`src/rtl/mcpnr_timer_pkg.sv`:
```
// Shared definitions for the switch-driven timer blocks: the timer state encoding
// and the default counter width.
package mcpnr_timer_pkg;

  typedef enum logic [1:0] {
    IDLE   = 2'd0,
    RUN    = 2'd1,
    PAUSED = 2'd2,
    DONE   = 2'd3
  } state_t;

  localparam int DEFAULT_WIDTH = 4;

endpackage

```
`src/rtl/down_timer_if.sv`:
```
// Switch-bank / light-bank connection of the down timer. The switch side drives
// the load value, start and pause levels. The light side shows the count, busy and done.
interface down_timer_if
  import mcpnr_timer_pkg::*;
#(
  parameter int WIDTH = DEFAULT_WIDTH
);

  logic [WIDTH-1:0] load_val;
  logic             start;
  logic             pause;
  logic [WIDTH-1:0] count;
  logic             busy;
  logic             done;

  modport master (
    output load_val, start, pause,
    input  count, busy, done
  );

  modport slave (
    input  load_val, start, pause,
    output count, busy, done
  );

endinterface

```
`src/rtl/down_timer_rise_detect.sv`:
```
// Rising-edge detector for a switch level: one history flop plus an AND.
// The flop clears on reset, so a level already high after reset reads as a rise.
module rise_detect (
  input  logic clk,
  input  logic rst,
  input  logic d,
  output logic q_rise
);

  logic d_reg;

  always_ff @(posedge clk) begin
    if (rst) begin
      d_reg <= 1'b0;
    end else begin
      d_reg <= d;
    end
  end

  assign q_rise = d & ~d_reg;

endmodule

```
`src/rtl/down_timer.sv`:
```
// Loadable down-counting timer: loads on a START rising edge, counts to zero
// one per clock (frozen while PAUSE is high), then latches DONE until re-armed.
module down_timer
  import mcpnr_timer_pkg::*;
#(
  parameter int WIDTH = DEFAULT_WIDTH
) (
  input  logic         clk,
  input  logic         rst,
  down_timer_if.slave  bus
);

  state_t           state_reg;
  logic [WIDTH-1:0] count_reg;
  logic             busy_reg;
  logic             done_reg;
  logic             start_rise;

  rise_detect u_start_rise (
    .clk    (clk),
    .rst    (rst),
    .d      (bus.start),
    .q_rise (start_rise)
  );

  // A start edge reloads from any state, ahead of pause and the zero test.
  always_ff @(posedge clk) begin
    if (rst) begin
      state_reg <= IDLE;
      count_reg <= '0;
      busy_reg  <= 1'b0;
      done_reg  <= 1'b0;
    end else if (start_rise) begin
      state_reg <= RUN;
      count_reg <= bus.load_val;
      busy_reg  <= 1'b1;
      done_reg  <= 1'b0;
    end else begin
      case (state_reg)
        RUN: begin
          if (bus.pause) begin
            state_reg <= PAUSED;
          end else if (count_reg != '0) begin
            count_reg <= count_reg - WIDTH'(1);
          end else begin
            state_reg <= DONE;
            busy_reg  <= 1'b0;
            done_reg  <= 1'b1;
          end
        end
        // Resuming takes one cycle with no decrement.
        PAUSED: begin
          if (!bus.pause) begin
            state_reg <= RUN;
          end
        end
        IDLE, DONE: begin
          state_reg <= state_reg;
        end
        default: begin
          state_reg <= IDLE;
          busy_reg  <= 1'b0;
          done_reg  <= 1'b0;
        end
      endcase
    end
  end

  assign bus.count = count_reg;
  assign bus.busy  = busy_reg;
  assign bus.done  = done_reg;

endmodule

```
`src/flat_wrapper.sv`:
```
// flat-port wrapper written by rule: the top's interface ports become plain ports
module down_timer_flat import mcpnr_timer_pkg::*;
#(
  parameter int WIDTH = DEFAULT_WIDTH
)
  (clk, rst, bus_load_val, bus_start, bus_pause, bus_count, bus_busy, bus_done);
  down_timer_if #(.WIDTH(WIDTH)) bus_i ();
  input  logic clk;
  input  logic rst;
  input wire logic [$bits(bus_i.load_val)-1:0] bus_load_val;
  input wire logic [$bits(bus_i.start)-1:0] bus_start;
  input wire logic [$bits(bus_i.pause)-1:0] bus_pause;
  output wire logic [$bits(bus_i.count)-1:0] bus_count;
  output wire logic [$bits(bus_i.busy)-1:0] bus_busy;
  output wire logic [$bits(bus_i.done)-1:0] bus_done;
  assign bus_i.load_val = bus_load_val;
  assign bus_i.start = bus_start;
  assign bus_i.pause = bus_pause;
  assign bus_count = bus_i.count;
  assign bus_busy = bus_i.busy;
  assign bus_done = bus_i.done;
  down_timer #(.WIDTH(WIDTH)) u_core (.clk(clk), .rst(rst), .bus(bus_i));
endmodule
```
`config.mk`:
```
export PLATFORM = sky130hd
export DESIGN_NAME = down_timer_flat
export DESIGN_NICKNAME = d
export VERILOG_FILES = /design/src/rtl/mcpnr_timer_pkg.sv /design/src/rtl/down_timer_if.sv /design/src/rtl/down_timer_rise_detect.sv /design/src/rtl/down_timer.sv /design/src/flat_wrapper.sv
export SDC_FILE = /design/constraint.sdc
export NUM_CORES = 1
export LEC_CHECK = 0
export ABC_CLOCK_PERIOD_IN_PS = 1750
export CAP_MARGIN = 20
export CELL_PAD_IN_SITES_DETAIL_PLACEMENT = 1
export CELL_PAD_IN_SITES_GLOBAL_PLACEMENT = 1
export CORE_MARGIN = 2
export CORE_UTILIZATION = 34
export CTS_BUF_LIST = sky130_fd_sc_hd__clkbuf_2 sky130_fd_sc_hd__clkbuf_4 sky130_fd_sc_hd__clkbuf_8
export DETAILED_ROUTE_END_ITERATION = 12
export PLACE_DENSITY = 0.83
export RECOVER_POWER = 50
export SYNTH_ARGS = -nofsm -noshare
export SYNTH_HDL_FRONTEND = slang
export SYNTH_SLANG_ARGS = --single-unit
```
`constraint.sdc`:
```
create_clock -name clk -period 1.75 [get_ports clk]
set_input_delay 0.2625 -clock clk [delete_from_list [all_inputs] [get_ports clk]]
set_output_delay 0.2625 -clock clk [all_outputs]
set_load 0.02 [all_outputs]
```
# After elaboration in Yosys (flattened, before gate mapping)
# Cells that the tools add are included.
word_totals:
  regBits: 9
  in_bits: 8
  output_inout_bits: 6
  elab_cells: 46
classes:
  add_sub_neg: 1
  eq_ne: 10
  mux: 13
  bitwise: 5
  reduce_logical: 11
ops:
  columns: ["op", "count"]
  rows:
  - ["$mux W4", 4]
  - ["$reduce_and A3 Y1", 5]
  - ["$mux W2", 3]
  - ["$ne A2 B1 Y1 const B", 3]
  - ["$mux W1", 5]
  - ["$eq A2 B2 Y1 const B", 2]
  - ["$ne A4 B3 Y1 const B", 1]
  - ["$not A1 Y1", 4]
  - ["$pmux W2 S2", 1]
  - ["$reduce_bool A2 Y1", 2]
  - ["$reduce_bool A4 Y1", 1]
  - ["$reduce_or A2 Y1", 2]
  - ["$sub A4 B1 Y4 const B", 1]
  - ["$ne A3 B2 Y1 const B", 1]
  - ["$ne A3 B3 Y1 const B", 1]
  - ["$eq A2 B1 Y1 const B", 1]
  - ["$logic_not A2 Y1", 1]
  - ["$ne A2 B2 Y1 const B", 1]
  - ["$and A1 B1 Y1", 1]

# Longest topological paths before layout
depth:
  ltp_word: 5
  ltp_mapped: 5
  mapped_depth_nobuf: 5

# Cells and area by module
# Synthesis repeated with hierarchy kept, for this count alone.
hier_totals:
  hier_cells: 60
  area_unflattened_um2: 541.8
by_module_without_submodules:
  columns: ["module", "n_inst", "cells_each", "area_per_inst_um2", "seq_area_each_um2"]
  rows:
  - ["down_timer", 1, 57, 494.2, 160.2]
  - ["rise_detect", 1, 3, 47.5, 20.0]

# Least setup slack after synthesis
# OpenSTA, ideal clock, no wires.
synth_timing:
  path_type: "reg2reg"
  start: "register u_core.count_reg[0], in the netlist u_core.bus.count[0]"
  end: "register u_core.count_reg[2], in the netlist u_core.bus.count[2]"
  setup_ns: 0.088
  t_arrival_ns: 1.352
  t_required_ns: 1.662
  path_slack_ns: 0.310
  stages_incl_launch_ff: 6
  path_buffers: 0
  synth_period_minus_slack_ns: 1.440
  path_cell_list: "dfxtp_1 > inv_1 > ha_1 > nand3b_1 > or3b_1 > a311oi_2"
synth_between:
  elab_chain_cells: 5
  word_cells_on_any_way: 8
  cone_classes: "add/sub (1); mux (4); reduce/logical (3)"
synth_rtl:
  columns: ["item", "line_no", "source"]
  rows:
  - ["start: declaration", "down_timer.sv:14", "logic [WIDTH-1:0] count_reg;"]
  - ["start signal: assignment", "down_timer.sv:35", "count_reg <= bus.load_val;"]
  - ["start signal: assignment", "down_timer.sv:44", "count_reg <= count_reg - WIDTH'(1);"]
  - ["$sub A4 B1 Y4", "down_timer.sv:44", null]
  - ["$mux W4", "down_timer.sv:43", "end else if (count_reg != '0) begin"]
  - ["$mux W4", "down_timer.sv:41", "if (bus.pause) begin"]
  - ["$mux W4", "down_timer.sv:39", "case (state_reg)"]
  - ["$mux W4", "down_timer.sv:33", "end else if (start_rise) begin"]
# Parallel ways exist; a longest one is shown, timed or not. The select of a mux whose other input is x is not followed.
# A chain may end at the register's enable or synchronous reset.

# Worst setup path in the final report
layout_timing:
  start: "register u_core.count_reg[2], in the netlist u_core.bus.count[2]"
  end: "output bus_count[2]"
layout_rtl:
  columns: ["item", "line_no", "source"]
  rows:
  - ["end: declaration", "flat_wrapper.sv:13", "output wire logic [$bits(bus_i.count)-1:0] bus_count;"]
# No word-level cell between the ends.

==> out/results.txt <==
By count the netlist is led by 9 x sky130_fd_sc_hd__dfxtp_1, 7 x sky130_fd_sc_hd__inv_1, 5 x sky130_fd_sc_hd__nor2_1. The peak fanout along the critical path was 9. The unique cell type count in the Yosys netlist was 31. The logs give 14.9% for the aggregate global-route resource usage and 167 for the number of fill cells.

The run gives 0 as the number of warning messages in the yosys log. The final clock period utilization by the worst path is 95.2%. The worst setup path is launched from a flip-flop. When the netlist entered floorplanning its net count stood at 70.

In the synthesized netlist the async set-or-reset flop fraction comes to 0%. Wire length per cell: 13.7 µm. Fraction of power spent switching nets: 35.5%.

Setup repair after global routing left no endpoint under its margin. Of the synthesized area, sequential elements account for 36.0%. The wire length after detailed routing is 1.23 mm. The worst hold path belongs to the class flip-flop to flip-flop.

The core region is 1330 µm². A synthesized cell averages 8.48 µm². Entering global routing, the biggest net connects 15 pins.

Of all cell types, the one taking the most synthesized area is sky130_fd_sc_hd__dfxtp_1. The tools report the final HPWL from detailed placement as 880 µm. The number of clock sinks is 9. The synthesized netlist devotes 22.5% of its cell area to compound gates. The number of global-route vias before repair was 454; the number of input and output port buffers inserted was 13. For the worst-skew pair, the clock arrives at the later sink with an insertion delay of 280 ps. The dominant combinational cell family by area after synthesis was simple AND/OR/NAND/NOR gates.

For this design, the CTS-stage hold fixing added 0 buffers. The initial antenna violation count was 0; the number of nets with antenna violations after routing was 0. The flip-flop and latch count after synthesis was 9.

STA classifies the critical path endpoint as an output pin. Summing every instance area after synthesis gives 500 µm². The achievable clock frequency came out at 600 MHz.

The switching component of the power is 254 µW, and the aggregate global routing overflow is 0. The run gives 1.72 ps as the post-route clock skew. The category of cells accounting for the largest share of critical-path delay is buffers and inverters. The tools report the H-tree depth as 1.

Per report_power, the clock group accounts for 26.3% of the total. Dividing total power by cell area gives a power density of 1050 nW/µm². Buffers added to address setup during post-CTS repair amount to 0. 0 antenna diodes ended up in the layout.

For this design the static power due to leakage is 0.259 nW. Of the total synthesized cell area, the portion taken by full adders, half adders and majority gates is 7.50%. The worst path needs 1670 ps of the cycle, external delays included.

For the pin with the worst max-slew slack, the measured transition is 504 ps. The post-layout worst setup margin is 84.4 ps, and the routability-driven placement congestion ratio is 0.775. Highest cell delay on the worst timing path: 660 ps. The initial utilization of the core area, before any placement, comes to 37.5%. The critical path goes through clkdlybuf4s50_1.

Number of max-cap violations: 0. For the final max-slew violation count, the log shows 0. The number of flip-flops in the largest register was 4; the average vias per placed instance was 5.50.

In this run the deepest clock path goes through 2 buffers. The internal portion of the total power is 461 µW. The cell count after synthesis came out at 59. TritonCTS created 3 clock buffers. Once the clock tree was built, the resizer swapped 0 gates to a different size. In this run the horizontal extent of the chip is 42.4 µm.

The die covers 1790 µm². The flow ran to the end, and the final reports show no timing, DRC or antenna violations. DRC violation total after the first TritonRoute iteration: 2. Yosys attributes the largest share of cell area to sky130_fd_sc_hd__dfxtp_1 36%, sky130_fd_sc_hd__ha_1 7.5%, sky130_fd_sc_hd__inv_1 5.3%.

Among all stages on the critical path, the largest delay is contributed by sky130_fd_sc_hd__clkdlybuf4s50_1. The proportion of synthesized area in mux cells came out at 0%. Clock-pin slew was measured on the worst setup and hold paths at 60 ps.

The tools report the proportion of power drawn by flip-flops and latches as 37.7%. Required time at the endpoint of the critical path: 1490 ps. The run gives 2 as the length of the first detailed-routing pass in iterations. The floorplan has 13 rows. The worst setup path is of the flip-flop to output pin kind. The tools report the clock tree root buffer cell as sky130_fd_sc_hd__clkbuf_4. TritonCTS built the clock tree.

The leading register cell type out of synthesis was sky130_fd_sc_hd__dfxtp_1. The detailed router placed 495 vias in this run. In this run the vertical extent of the chip is 42.4 µm. The number of buffer and inverter instances along the worst setup path works out to 1. Most common cell in the netlist: sky130_fd_sc_hd__dfxtp_1. Share of final-layout standard cells stronger than drive strength 1: 10.7%. In this run, the combinational gates consume 36.0% of the power. Summed over all failing endpoints, the final setup total negative slack is 0 ps. At the end of the flow, the number of nets in the layout was 87. The logs give 66.4% for the worst-case headroom to the max-slew limit and 433 µV for the maximum VDD drop. The tools report the hold violation count in the final report as 0. The first global-routing pass estimated 1.94 mm of wire. The synthesized netlist devotes 0% of its cell area to XOR and XNOR gates.

Timing analysis after detailed placement gives a worst setup slack of 88.8 ps. Counting flops with a built-in enable in the synthesized netlist gives 0. The number of primary I/O pins is 14. Setup violations remaining at the end of the flow were counted as 0.

The run gives 0 as the post-route DRC violation count. The synthesized design devotes to its leading area cell type 36.0% of total area. Data on the critical path arrives at its endpoint at 1400 ps.

From synthesis to final layout, the design area changed by 35.5%. Summing the areas of all and, or, nand and nor instances in the mapped netlist gives 27.0% of the synthesized area.
worst paths after layout:
kind / start / endpoint / slack (ps) / cells after the start
setup / recovery: u_core.bus.count[2]$_SDFFE_PP0P_ / bus_count[2] / 80 / 1
hold / removal: u_core.bus.done$_SDFFE_PP0P_ / u_core.bus.done$_SDFFE_PP0P_ / 440 / 2
setup reg to reg: u_core.bus.count[0]$_SDFFE_PP0P_ / u_core.state_reg[0]$_SDFFE_PP0P_ / 180 / 5
hold reg to reg: u_core.bus.done$_SDFFE_PP0P_ / u_core.bus.done$_SDFFE_PP0P_ / 440 / 2
layer usage:
layer | global-route usage, % | share of wire [%]
met4 | 7.50 | 2.3
met3 | 6.47 | 6.3
met2 | 25.2 | 48
met1 | 15.6 | 43
met5 | 0 | 0
power groups by stage:
stage          sequential (mW)  combinational (mW)  clock (mW)
6_report                 0.270               0.257       0.188
5_1_grt                  0.274               0.291       0.201
4_1_cts                  0.270               0.264       0.196
3_5_place_dp             0.273               0.256           0
3_3_place_gp             0.273               0.252           0
2_1_floorplan            0.282               0.161           0
cell type report:
cell class              instances  area, µm²  area share, %
clock buffers                   4       30.0           4.43
flip-flops and latches          9        180           26.6
inverters                       7       26.3           3.87
well taps                      15       18.8           2.77
repair buffers                 14        138           20.3
multi-input cells              41        285           42.1
cell usage in the layout, fill, tap and decap left out, types with 2 or more instances in the layout:
master and instances:
sky130_fd_sc_hd__dlygate4sd3_1 3, sky130_fd_sc_hd__inv_1 7, sky130_fd_sc_hd__clkbuf_4 4, sky130_fd_sc_hd__nand3_1 3, sky130_fd_sc_hd__nand2_1 2, sky130_fd_sc_hd__a311oi_1 2, sky130_fd_sc_hd__or3b_1 2, sky130_fd_sc_hd__clkdlybuf4s50_1 10
sky130_fd_sc_hd__dfxtp_1 9, sky130_fd_sc_hd__a21oi_1 4, sky130_fd_sc_hd__nor2_1 5, sky130_fd_sc_hd__ha_1 3
per-stage QoR:
step / util, % / instances / total power [mW] / cell area [µm²] / hold WS [ps]
3_5_place_dp: 48.6 / 86 / 0.529 / 648 / 440
6_report: 50.8 / 90 / 0.715 / 678 / 442
4_1_cts: 50.8 / 90 / 0.730 / 678 / 449
5_1_grt: 50.8 / 90 / 0.765 / 678 / 480
2_1_floorplan: - / 59 / 0.443 / 500 / 391
3_3_place_gp: 48.6 / 86 / 0.525 / 648 / 433
cells by family after synthesis:
kind of cell | count (synthesis)
adder cells (fa/ha/maj) | 3
flip-flops | 9
AO/OA/AOI/OAI | 15
AND/OR/NAND/NOR | 23
buffers and inverters | 9
Power figures use the tool's default switching activity.
==> variant 1, RTL diff (config.mk and constraints unchanged) <==
Make the reset (`rst`) asynchronous in 2 clocked blocks.
--- a/src/rtl/down_timer_rise_detect.sv
+++ b/src/rtl/down_timer_rise_detect.sv
@@ -11,3 +11,3 @@
 
-  always_ff @(posedge clk) begin
+  always_ff @(posedge clk or posedge rst) begin
     if (rst) begin
--- a/src/rtl/down_timer.sv
+++ b/src/rtl/down_timer.sv
@@ -26,3 +26,3 @@
   // A start edge reloads from any state, ahead of pause and the zero test.
-  always_ff @(posedge clk) begin
+  always_ff @(posedge clk or posedge rst) begin
     if (rst) begin
Formal check against the unedited RTL: differs if rst is asserted again (counterexample within 4 cycles, from zero or initial values and one cycle with rst high); with rst held inactive, the same outputs for 10 cycles.
==> variant 1 against the original RTL <==
Sequential cell count unchanged; register-to-register slack worse by 0.03 ns; die area down 3.6%; design area shrank 3.3%; worst setup slack improved by 0.070 ns; first-iteration DRC count fell by 50%; hold slack got worse by 0.039 ns; critical path depth is 4 higher; wire length fell by 9.0%; total power up 31%; area after synthesis is 4.0% lower; largest cell class unchanged; largest power group is now combinational cells.
==> variant 1: results (changes against the original RTL) <==
Port Buffers 13 (unchanged); worst reg2reg path endpoint u_core.bus.count[3]; number of global-route vias before repair 400 (-12%); Cell Area, Placed 626 um^2 (-3.5%); TritonRoute pass-1 iters 4 (+2); # diodes 0 (unchanged); DR iter-0 viols 1 (-1); r2r setup slk 0.15 ns (-0.03 ns); initial antenna violation count 0 (unchanged); global-route wire length before repair 1850 um (-4.6%); ys flop type dfrtp_1; Worst Skew 0.000887 ns (-0.000833 ns); post-CTS sizing 0 (unchanged); root buffer cell clkbuf_4; GRT Util Overall 0.143 (-0.00670); Final Routed Wirelength 1120 um (-9.0%); register area share after synthesis 0.469 (+0.109); status complete, no violations; max reg flops 4 (unchanged); CP max FO 7 (-2); asr flop ratio synth 1.00 (+1.00); worst-case clock buffer depth 2 (unchanged); hold crit path type in -> async; Syn Nets 62 (-11%); HPWL Detailed 890 um (+1.1%); leading post-synthesis cells by cell area dfrtp_1 (47%), ha_1 (7.8%), inv_1 (4.7%), o21ai_0 (4.2%), a31oi_1 (3.9%); H-tree levels 1 (unchanged); largest net degree at the start of global routing 11 (-4); Worst IR Drop VDD 657 uV (+52%); Reg clk slew, reported paths 0.06 ns (about the same); critical path arrival 1.77 ns (+0.37 ns); nets 79 (-9.2%); r2r startpoint u_core.bus.count[0]; Post-synth top cells dfrtp_1 (9), inv_1 (6), nor2_1 (5), o21ai_0 (4); Via density 5.24 (-4.7%); worst slew pin tran 0.389 ns (-0.115 ns); GP Congestion 0.694 (-10%); Synth Warn # 0 (unchanged); Pleak 0.293 nW (+13%); fraction of layout cells with a size suffix above 1 0.0746 (-0.0320); CTS buffer count 3 (unchanged); clock latency at the later pin of the worst-skew pair 0.26 ns (-0.02 ns); unique cell type count in the Yosys netlist 21 (-32%); postcts setup bufs 0 (unchanged); Reg2Reg Depth 5 (unchanged); hold_ws 0.403 ns (-0.0385 ns)
## variant 1: layout make-up
| type | count | area (um^2) |
|---|---|---|
| inverters | 6 | 22.5 |
| repair buffers | 13 | 130 |
| clock buffers | 4 | 30.0 |
| multi-input cells | 35 | 229 |
| well taps | 15 | 18.8 |
| fillers | 153 | 662 |
| flip-flops and latches | 9 | 225 |
## variant 1: metal layers
layer	up-vias	GRT usage	part of all wire
li1	214	-	-
met1	206	0.164	0.43
met2	10	0.250	0.53
met3	0	0.0478	0.045
met4	0	0.0387	0
met5	-	0	0
## variant 1: how the worst max path moves through the flow
| stage | start | depth (start not counted) | slack, ns | to |
|---|---|---|---|---|
| global placement | bus_pause | 4 | 0.07 | u_core.bus.count[3] |
| CTS | u_core.bus.count[2] | 1 | 0.15 | bus_count[2] |
| floorplan | u_core.bus.count[0] | 5 | 0.15 | u_core.bus.count[3] |
| finish | u_core.bus.count[0] | 5 | 0.15 | u_core.bus.count[3] |
| detailed placement | bus_pause | 4 | -0.008 | u_core.bus.count[3] |
| global route | u_core.bus.count[3] | 1 | 0.08 | bus_count[3] |
## variant 1: cells by family after synthesis
| family | count (synthesis) | share of synthesized area |
|---|---|---|
| flops | 9 | 0.469 |
| simple gates | 20 | 0.240 |
| compound gates | 12 | 0.159 |
| fa+ha+maj | 3 | 0.0781 |
| buf+inv | 7 | 0.0547 |
## variant 1: stage by stage
stage           util  setup slack, ns  setup TNS [ns]  std cells
2_1_floorplan      -            0.153               0         51
3_3_place_gp   0.475           0.0697               0         78
3_5_place_dp   0.475         -0.00760        -0.00760         78
4_1_cts        0.498            0.145               0         82
5_1_grt        0.498           0.0775               0         82
6_report       0.498            0.154               0         82
## variant 1: worst max-delay path, stage by stage, from the launching register on
cell     delay (ns)
dfrtp_1        0.39
inv_1          0.06
ha_1           0.20
nor3b_2        0.19
or4_1          0.48
a31oi_1        0.19
## variant 1: where the power goes
part / leakage, nW / internal (mW) / switching (mW)
sequential: 0.103 / 0.274 / 0.0660
clock: 0.0184 / 0.104 / 0.0752
combinational: 0.171 / 0.204 / 0.215
total: 0.293 / 0.582 / 0.356
==> variant 2, RTL diff (config.mk and constraints unchanged) <==
Without the edit above. Set the package constant `DEFAULT_WIDTH` to 5 (it was 4).
--- a/src/rtl/mcpnr_timer_pkg.sv
+++ b/src/rtl/mcpnr_timer_pkg.sv
@@ -11,3 +11,3 @@
 
-  localparam int DEFAULT_WIDTH = 4;
+  localparam int DEFAULT_WIDTH = 5;
 
Ports: changed (resized bus_count and bus_load_val); port bits go from 14 to 16. No check against the original RTL was run, so the function may have changed too.
==> variant 2 against the original RTL <==
Design area grew 14%; wire length grew 21%; worst setup slack got worse by 0.0022 ns; sequential cell count up 1; first-iteration DRC count is the same; area after synthesis grew 3.8%; total power rose by 15%; sequential power grew 8.1%; critical path type is now reg -> reg; critical endpoint is now u_core.bus.count[1].
==> variant 2: results (changes against the original RTL) <==
max reg flops 5 (+1); Pleak 0.305 nW (+17%); Post-Layout Cell Count 100 (+11%); critical path arrival 1.87 ns (+0.47 ns); Place WS 0.0604 ns (-0.0284 ns); nets 97 (+11%); Logic inverters 5 (-2); CP delay by family, top simple AND/OR/NAND/NOR gates; Worst IR Drop VDD 488 uV (+13%); Fill cells 177 (+6.0%); non-clk buf share 0.263 (+0.0596); die footprint 1860 um^2 (+3.4%); count of flip-flops and latches 10 (+1); status complete, no violations; HPWL Detailed 1200 um (+36%); GP Congestion 0.776 (+0.10%); GRT Util Overall 0.187 (+0.0379); nonclk buf count 22 (+8); Final Routed Wirelength 1480 um (+21%); Post-synth top cells dfxtp_1 (10), o21ai_0 (6), inv_1 (5), nor2_1 (5), a21oi_1 (4); clock latency at the later pin of the worst-skew pair 0.26 ns (-0.02 ns); post-synthesis cell count 60 (+1.7%); global-route wire length before repair 2610 um (+35%); Worst slew margin 0.755 (+0.0913); max incr delay on CP 0.56 ns (-0.10 ns); Port Buffers 15 (+2); number of global-route vias before repair 592 (+30%); sequential cell area share 0.261 (-0.00474); clock network area share 0.0470 (+0.00272); unique cell type count in the Yosys netlist 23 (-26%); Worst Skew 0.00624 ns (+0.00452 ns); Slowest-stage cell, CP or4b_1; fraction of layout cells with a size suffix above 1 0.155 (+0.0481); multi-input gate count 43 (+4.9%); dpl cells 96 (+12%); CP max FO 5 (-4); Via density 5.68 (+3.3%); Cell Area, Placed 734 um^2 (+13%)
variant 2: changes by cell type in the layout (fill, tap and decap cells not counted), moves of 2 or more:
cell,delta
a211oi_1,+2
buf_4,+6
dlygate4sd3_1,+2
inv_1,-2
nor2b_1,+2
o21ai_0,+5
or3b_1,-2
variant 2: metal layers:
layer | share of wire | wire length [um] | global-route usage
met3 | 0.049 | 72 | 0.0553
met1 | 0.44 | 646 | 0.235
met4 | 0.013 | 20 | 0.0485
met2 | 0.50 | 743 | 0.310
met5 | 0 | 0 | 0
variant 2: worst reg2reg max path, stage by stage, from the launching register on:
cell and delay (ns):
dfxtp_1 0.31, inv_1 0.08, ha_1 0.18, or4b_1 0.56, a311oi_1 0.32, a32o_1 0.16
variant 2: cell families (layout without fill, tap and decap cells):
family	Yosys count	after routing	share of synthesized area
buffers and inverters	7	31	0.0506
flip-flops	10	10	0.386
AO/OA/AOI/OAI	19	19	0.260
AND/OR/NAND/NOR	21	21	0.231
adder cells (fa/ha/maj)	3	3	0.0723
variant 2: power by group:
group / total, mW / switching (mW) / internal, mW / leakage (nW)
combinational: 0.316 / 0.169 / 0.147 / 0.200
sequential: 0.292 / 0.0282 / 0.263 / 0.0831
clock: 0.212 / 0.0858 / 0.126 / 0.0210
variant 2: path summary, 6_finish.rpt:
kind	startpoint	to	slack [ns]	cells past startpoint
setup / recovery	u_core.bus.count[0]	u_core.bus.count[1]	0.08	5
hold / removal	u_core.bus.busy	u_core.bus.busy	0.50	2
setup reg to reg	u_core.bus.count[0]	u_core.bus.count[1]	0.08	5
hold reg to reg	u_core.bus.busy	u_core.bus.busy	0.50	2
variant 2: what timing repair did:
item,4_1_cts,5_1_grt
endpoints found under the hold margin,0,0
hold buffers,0,0
gates resized for setup,0,2
setup endpoints to repair,0,2
